`config.mk`:
```
export PLATFORM = sky130hd
export DESIGN_NAME = tdm_demux4_flat
export DESIGN_NICKNAME = d
export VERILOG_FILES = /design/src/rtl/tdm_demux4_if.sv /design/src/rtl/tdm_demux4.sv /design/src/flat_wrapper.sv
export SDC_FILE = /design/constraint.sdc
export NUM_CORES = 1
export LEC_CHECK = 0
export CORE_MARGIN = 1.5
export CORE_UTILIZATION = 49
export DETAILED_ROUTE_END_ITERATION = 7
export GPL_ROUTABILITY_DRIVEN = 0
export PLACE_DENSITY_LB_ADDON = 0.3
export REMOVE_ABC_BUFFERS = 1
export SETUP_SLACK_MARGIN = 0.15
export SYNTH_ARGS = -nofsm -noshare
export SYNTH_HDL_FRONTEND = slang
export SYNTH_SLANG_ARGS = --single-unit
export TNS_END_PERCENT = 10
```
`constraint.sdc`:
```
create_clock -name clk -period 6.45 [get_ports clk]
set_input_delay 0.9675 -clock clk [delete_from_list [all_inputs] [get_ports clk]]
set_output_delay 0.9675 -clock clk [all_outputs]
set_load 0.005 [all_outputs]
```
`src/rtl/tdm_demux4_if.sv`:
```
// Serial TDM receive bus: one serial bit stream with frame sync in,
// rebuilt parallel frame and lock status out.
interface tdm_demux4_if #(
  parameter int NUM_CH    = 4,
  parameter int SLOT_BITS = 8
);
  localparam int SEL_W = $clog2(NUM_CH);

  logic                          din;
  logic                          din_valid;
  logic                          frame_sync;
  logic [NUM_CH*SLOT_BITS-1:0]   ch_data;
  logic                          frame_valid;
  logic                          sync_err;
  logic                          locked;
  logic [SEL_W-1:0]              cur_sel;

  modport master (
    output din, din_valid, frame_sync,
    input  ch_data, frame_valid, sync_err, locked, cur_sel
  );

  modport slave (
    input  din, din_valid, frame_sync,
    output ch_data, frame_valid, sync_err, locked, cur_sel
  );
endinterface

```
`src/rtl/tdm_demux4.sv`:
```
// TDM demultiplexer: deserialises NUM_CH slots of SLOT_BITS bits (MSB first)
// behind a frame-sync marker and publishes each complete frame at once.
module tdm_demux4 #(
  parameter int NUM_CH    = 4,
  parameter int SLOT_BITS = 8
) (
  input  logic          clk,
  input  logic          rst_n,
  tdm_demux4_if.slave   bus
);
  localparam int SEL_W = $clog2(NUM_CH);
  localparam int CNT_W = $clog2(SLOT_BITS);
  localparam logic [CNT_W-1:0] LAST_BIT = CNT_W'(SLOT_BITS - 1);
  localparam logic [SEL_W-1:0] LAST_CH  = SEL_W'(NUM_CH - 1);

  typedef enum logic {HUNT, LOCKED} state_t;

  state_t                              state;
  logic [CNT_W-1:0]                    bit_cnt;
  logic [SEL_W-1:0]                    ch_cnt;
  logic [SLOT_BITS-2:0]                shift_p0;
  logic [NUM_CH-1:0][SLOT_BITS-1:0]    staging_p1;
  logic [NUM_CH*SLOT_BITS-1:0]         ch_data_p2;
  logic                                vld_p2;
  logic                                sync_err;
  logic                                locked;

  logic [SLOT_BITS-1:0]                word_next;
  logic [NUM_CH-1:0][SLOT_BITS-1:0]    frame_next;
  logic                                at_sync;

  // The word completing on this beat, and the frame it would complete.
  always_comb begin
    word_next                = {shift_p0, bus.din};
    frame_next               = staging_p1;
    frame_next[NUM_CH-1]     = word_next;
    at_sync                  = (ch_cnt == '0) && (bit_cnt == '0);
  end

  always_ff @(posedge clk or negedge rst_n) begin
    if (!rst_n) begin
      state      <= HUNT;
      bit_cnt    <= '0;
      ch_cnt     <= '0;
      shift_p0   <= '0;
      staging_p1 <= '0;
      ch_data_p2 <= '0;
      vld_p2     <= 1'b0;
      sync_err   <= 1'b0;
      locked     <= 1'b0;
    end else begin
      vld_p2   <= 1'b0;
      sync_err <= 1'b0;
      if (bus.din_valid) begin
        case (state)
          HUNT: begin
            if (bus.frame_sync) begin
              shift_p0 <= (SLOT_BITS-1)'(bus.din);
              bit_cnt  <= CNT_W'(1);
              ch_cnt   <= '0;
              state    <= LOCKED;
              locked   <= 1'b1;
            end
          end
          LOCKED: begin
            if (at_sync && !bus.frame_sync) begin
              // Sync missing where it must appear: drop lock and discard the beat.
              sync_err <= 1'b1;
              state    <= HUNT;
              locked   <= 1'b0;
              bit_cnt  <= '0;
              ch_cnt   <= '0;
            end else if (!at_sync && bus.frame_sync) begin
              // Early sync: abandon the partial frame and restart on this beat.
              sync_err   <= 1'b1;
              staging_p1 <= '0;
              shift_p0   <= (SLOT_BITS-1)'(bus.din);
              bit_cnt    <= CNT_W'(1);
              ch_cnt     <= '0;
            end else begin
              shift_p0 <= word_next[SLOT_BITS-2:0];
              if (bit_cnt == LAST_BIT) begin
                staging_p1[ch_cnt] <= word_next;
                bit_cnt            <= '0;
                ch_cnt             <= ch_cnt + 1'b1;
                if (ch_cnt == LAST_CH) begin
                  ch_data_p2 <= frame_next;
                  vld_p2     <= 1'b1;
                end
              end else begin
                bit_cnt <= bit_cnt + 1'b1;
              end
            end
          end
          default: state <= HUNT;
        endcase
      end
    end
  end

  assign bus.ch_data     = ch_data_p2;
  assign bus.frame_valid = vld_p2;
  assign bus.sync_err    = sync_err;
  assign bus.locked      = locked;
  assign bus.cur_sel     = ch_cnt;
endmodule

```
`src/flat_wrapper.sv`:
```
// flat-port wrapper written by rule: the top's interface ports become plain ports
module tdm_demux4_flat 
#(
  parameter int NUM_CH    = 4,
  parameter int SLOT_BITS = 8
)
  (clk, rst_n, bus_din, bus_din_valid, bus_frame_sync, bus_ch_data, bus_frame_valid, bus_sync_err, bus_locked, bus_cur_sel);
  tdm_demux4_if #(.NUM_CH(NUM_CH), .SLOT_BITS(SLOT_BITS)) bus_i ();
  input  logic clk;
  input  logic rst_n;
  input wire logic [$bits(bus_i.din)-1:0] bus_din;
  input wire logic [$bits(bus_i.din_valid)-1:0] bus_din_valid;
  input wire logic [$bits(bus_i.frame_sync)-1:0] bus_frame_sync;
  output wire logic [$bits(bus_i.ch_data)-1:0] bus_ch_data;
  output wire logic [$bits(bus_i.frame_valid)-1:0] bus_frame_valid;
  output wire logic [$bits(bus_i.sync_err)-1:0] bus_sync_err;
  output wire logic [$bits(bus_i.locked)-1:0] bus_locked;
  output wire logic [$bits(bus_i.cur_sel)-1:0] bus_cur_sel;
  assign bus_i.din = bus_din;
  assign bus_i.din_valid = bus_din_valid;
  assign bus_i.frame_sync = bus_frame_sync;
  assign bus_ch_data = bus_i.ch_data;
  assign bus_frame_valid = bus_i.frame_valid;
  assign bus_sync_err = bus_i.sync_err;
  assign bus_locked = bus_i.locked;
  assign bus_cur_sel = bus_i.cur_sel;
  tdm_demux4 #(.NUM_CH(NUM_CH), .SLOT_BITS(SLOT_BITS)) u_core (.clk(clk), .rst_n(rst_n), .bus(bus_i));
endmodule
```
Word level (Yosys, flattened, before mapping)
Index checks and enable logic that the tools add are counted.

Bits in registers: 80. Word-level logic and storage cells: 75. Output and inout bits: 37.

$lt $le $gt $ge: 2. $add $sub $neg: 2. Equal/unequal tests: 6. Reductions and logical operators: 15. Multiplexer cells: 35. Bitwise logic cells: 3.

Operator list (number): $mux 32 (2); $bwmux 32 (1); $mux 7 (3); $demux 8 s2 (1); $mux 1 (14); $pmux 7 s2 (1); $mux 3 (4); $reduce_and 3->1 (3); $mux 2 (4); $mux 8 (1); $ne 2x2->1 const B (3); $pmux 3 s2 (1); $reduce_and 6->1 (1); $logic_and 1x1->1 (4); $ne 4x4->1 const B (1); $pmux 1 s2 (2); $pmux 2 s2 (1); $reduce_and 4->1 (1); $add 3x1->3 const B (1); $eq 3x3->1 const B (1); $logic_not 3->1 (1); $lt 2x3->1 const B (1); $not 1->1 (3); $add 2x1->2 const B (1); 6 further kinds (7).

Logic depth before layout (Yosys ltp)
Depth in word-level cells: 8. Depth in mapped cells: 10. Gate-level depth less buffers: 8.

Worst setup path before layout
No wires, ideal clock.

Kind: input -> register. From: input port bus_frame_sync. To: register u_core.ch_data_p2[0] (netlist: u_core.bus.ch_data[0]). Cell stages on the path: 7. Data required time: 6325 ps. Path slack: 4226 ps. Library setup time: 125 ps. Arrival time: 2099 ps. Path buffers: 2. Path through: inv_1 -> ha_1 -> nand3_1 -> or2_1 -> buf_6 -> buf_12 -> mux2_4.

Cells in the longest elaborated chain, start to end: 4.

RTL lines: start: declaration (line flat_wrapper.sv:13) `input wire logic [$bits(bus_i.frame_sync)-1:0] bus_frame_sync;`; $logic_not 1->1 (line tdm_demux4.sv:66) `if (at_sync && !bus.frame_sync) begin`; $logic_and 1x1->1 (line tdm_demux4.sv:66); $not 1->1 (no source line); $reduce_and 6->1 (no source line) *; end signal: assignment (line tdm_demux4.sv:87) `ch_data_p2 <= frame_next;`; end: declaration (line tdm_demux4.sv:23) `logic [NUM_CH*SLOT_BITS-1:0] ch_data_p2;`.

Mark *: on every way between the ends. The rest lies on a longest branch, timed or not. A chain may end at the register's enable or synchronous reset.

Final worst setup path
From: input port bus_frame_sync. To: register u_core.ch_data_p2[2] (netlist: u_core.bus.ch_data[2]).

Same word-level chain as after synthesis.

==> qor.yml <==
power_and_ir_drop:
  power_density_nw_per_um2: 251
  power_frac_seq: 0.549
  clockPowerShare: 0.353
  ir_worst_vdd_mv: 0.132
  p_sw_uw: 236
  pwr-share-comb: 0.098
  power.leakage_uw: 0.00180
  intPower_uw: 663
  p_sw_frac: 0.262
grt:
  grt_max_degree: 73
  grt_overflow: 0
  first_global_vias: 1805
  antenna_found_initial: 0
  grt_usage: 0.190
  grt_pass1_wl_um: 9160
cts:
  cts_tree: "yes"
  h-tree-depth: 3
  clk_pin_slew_worst_paths_ns: 0.08
  root_buffer: "clkbuf_8"
  ctsHoldBuffers: 0
  cts.sinks: 72
  cts-resized-gates: 0
  cts_inserted_buffers: 9
  postCtsSetupBuffers: 0
  clk_latency_ns: 0.34
  clock_path_buffers: 2
drt:
  wl_um: 5600
  ant_nets: 0
  viasPerCell: 5.40
  drt-pass1-iter-count: 4
  vias: 1740
  drtIter0Drc: 117
  post_drt_wl_per_cell_um: 17.4
  drc: 0
finish:
  drive_above_1_share: 0.211
  fin_cells: 322
  syn2layout_area_growth_pct: 18.3
  final_nets: 257
  design_area_sq_um: 3590
  antennaDiodeCount: 0
logic_synthesis:
  yosys-top-cells-area: "dfrtp_1 59%, mux2_4 15%, a22o_1 8.9%"
  yosys.area_share.xor_xnor: 0
  syn_area_sq_um: 3030
  yosysSeqAreaShare: 0.594
  synth-seq-cells: 72
  synth_top_cell_by_area: "dfrtp_1"
  muxShareOfSynthArea: 0.160
  yosys.cell_types.count: 27
  synth-simple-area-share: 0.0491
  synth_compound_area_frac: 0.111
  synth_top_area_frac: 0.594
  postSynthCellCount: 203
  synth_top_family_by_area: "multiplexers"
  avgSynthCellArea_sq_um: 14.9
  synth_fa_ha_area_frac: 0.0371
  ys_warn_count: 0
min_path:
  hp-class: "register to register"
  holdCritStartpoint: "u_core.frame_next[13]"
  hold-path-endpoint: "u_core.bus.ch_data[13]"
  min_path_cells: 1
critical_path:
  worstPathRequired_ns: 6.68
  crit_type: "primary input to register"
  startpoint: "bus_frame_sync"
  crit_fanout: 32
  arrival_ns: 3.18
  rr_startpoint: "u_core.bus.cur_sel[0]"
  r2r-end: "u_core.bus.ch_data[2]"
  rrSetupSlack_ns: 3.82
  crit_path_end_kind: "register"
  startpoint_type: "primary input"
  reg2regPathDepth: 8
timing:
  slew_viol_final: 0
  hold_ws_ns: 0.500
  tightest_slew_ns: 1.06
  fin_worst_skew_ns: 0.00830
  fin_crit_ns: 2.95
  rsz0062_at_grt: "no"
  hold_viol: 0
  setup_tns_ns: 0
  finalSetupViolCount: 0
  maxSlewHeadroom: 0.295
  fmax_ghz: 0.338
  post-route-period-util: 0.458
place:
  dp_hpwl_um: 3640
  io_buffers: 41
  dpl-instance-area_sq_um: 3420
  dp.cells: 307
die:
  core_sq_um: 5960
  die_area_sq_um: 6670
  initial_core_util: 0.509
  rows: 28
  die_w_um: 81.7
  ios: 42
  die_h_um: 81.7
flow_run:
  cap_violations: 0
outcome:
  outcome: "finished clean"
-- registers in the layout, summed over array words and instances (netlist names) --
register,count
u_core.bus.frame_valid,1
u_core.bus.locked,1
u_core.shift_p0,7
u_core.bus.ch_data,32
u_core.frame_next,24
u_core.bus.sync_err,1
u_core.bus.cur_sel,2
u_core.bit_cnt,3
u_core.state,1
-- cell usage after synthesis --
cell	n
dfrtp_1	72
a22o_1	31
mux2_4	30
ha_1	9
inv_1	7
nand2_1	7
o21ai_0	6
a21oi_1	4
buf_2	4
nand3_1	4
buf_1	3
buf_12	3
buf_6	3
mux2_2	3
or3_1	3
and3_1	2
nor2_1	2
a21o_2	1
and3_4	1
and4bb_1	1
nand2_2	1
nand3b_1	1
nor3_1	1
nor4_1	1
nor4b_1	1
o21ai_1	1
or2_1	1
-- final cells by class --
class | instances | area [sq um]
clock buffer | 13 | 159
inverter | 7 | 26.3
sequential | 72 | 1800
multi-input combinational | 111 | 1080
fill | 479 | 2370
clock inverter | 2 | 15.0
timing repair buffer | 42 | 413
tap | 75 | 93.8
-- worst max path at each step --
| stage | endpoint | slack (ns) | depth (start not counted) |
|---|---|---|---|
| 6_report | u_core.bus.ch_data[2] | 3.50 | 6 |
| 5_1_grt | u_core.bus.ch_data[2] | 3.40 | 6 |
| 4_1_cts | u_core.bus.ch_data[2] | 3.49 | 6 |
| 3_5_place_dp | u_core.bus.ch_data[2] | 3.13 | 6 |
| 3_3_place_gp | u_core.bus.ch_data[2] | 3.16 | 6 |
| 2_1_floorplan | u_core.bus.ch_data[2] | 3.42 | 5 |
-- metrics by stage --
stage | setup WS, ns | total power [uW] | util
6_report | 3.50 | 899 | 0.603
2_1_floorplan | 3.42 | 548 | -
4_1_cts | 3.49 | 904 | 0.603
5_1_grt | 3.40 | 939 | 0.603
3_3_place_gp | 3.16 | 587 | 0.574
3_5_place_dp | 3.13 | 591 | 0.574
-- logic make-up (layout without fill, tap and decap cells) --
kind of cell,after synthesis,count (layout)
compound gates,43,43
fa+ha+maj,9,9
buf+inv,20,64
flops,72,72
mux,33,33
simple gates,26,26
-- power by group through the flow --
stage                     Sequential, uW  Combinational (uW)  Clock, uW
after floorplan                      493                54.9          0
after global routing                 496                 101        341
after CTS                            494                88.5        321
after detailed placement             503                88.2          0
after global placement               502                85.3          0
final                                494                88.3        317
-- placed cells by master (no fill, tap or decap), types with 2 or more instances in the layout --
| cell | count |
|---|---|
| mux2_4 | 30 |
| clkinvlp_4 | 2 |
| dfrtp_1 | 72 |
| clkbuf_8 | 11 |
| ha_1 | 9 |
| a22o_1 | 31 |
| clkbuf_1 | 2 |
| and3_1 | 2 |
| mux2_2 | 3 |
| a21oi_1 | 4 |
| nand2_1 | 7 |
| clkdlybuf4s50_1 | 40 |
| inv_1 | 7 |
| nor2_1 | 2 |
| or3_1 | 3 |
| o21ai_0 | 6 |
| nand3_1 | 4 |
-- critical path, cell delays in order --
cell and delay, ns:
clkdlybuf4s50_1 0.53, inv_1 0.06, ha_1 0.30, nand3_1 0.08, or2_2 0.81, mux2_2 0.41
-- per-layer routing --
layer  global-route usage  vias up  part of all wire
met5                    0        -                 0
met3               0.0500        7             0.047
li1                     -      814                 -
met2                0.293       39              0.47
met4               0.0729        0             0.014
met1                0.258      880              0.46
No activity file was read; power rests on OpenSTA's default activity.
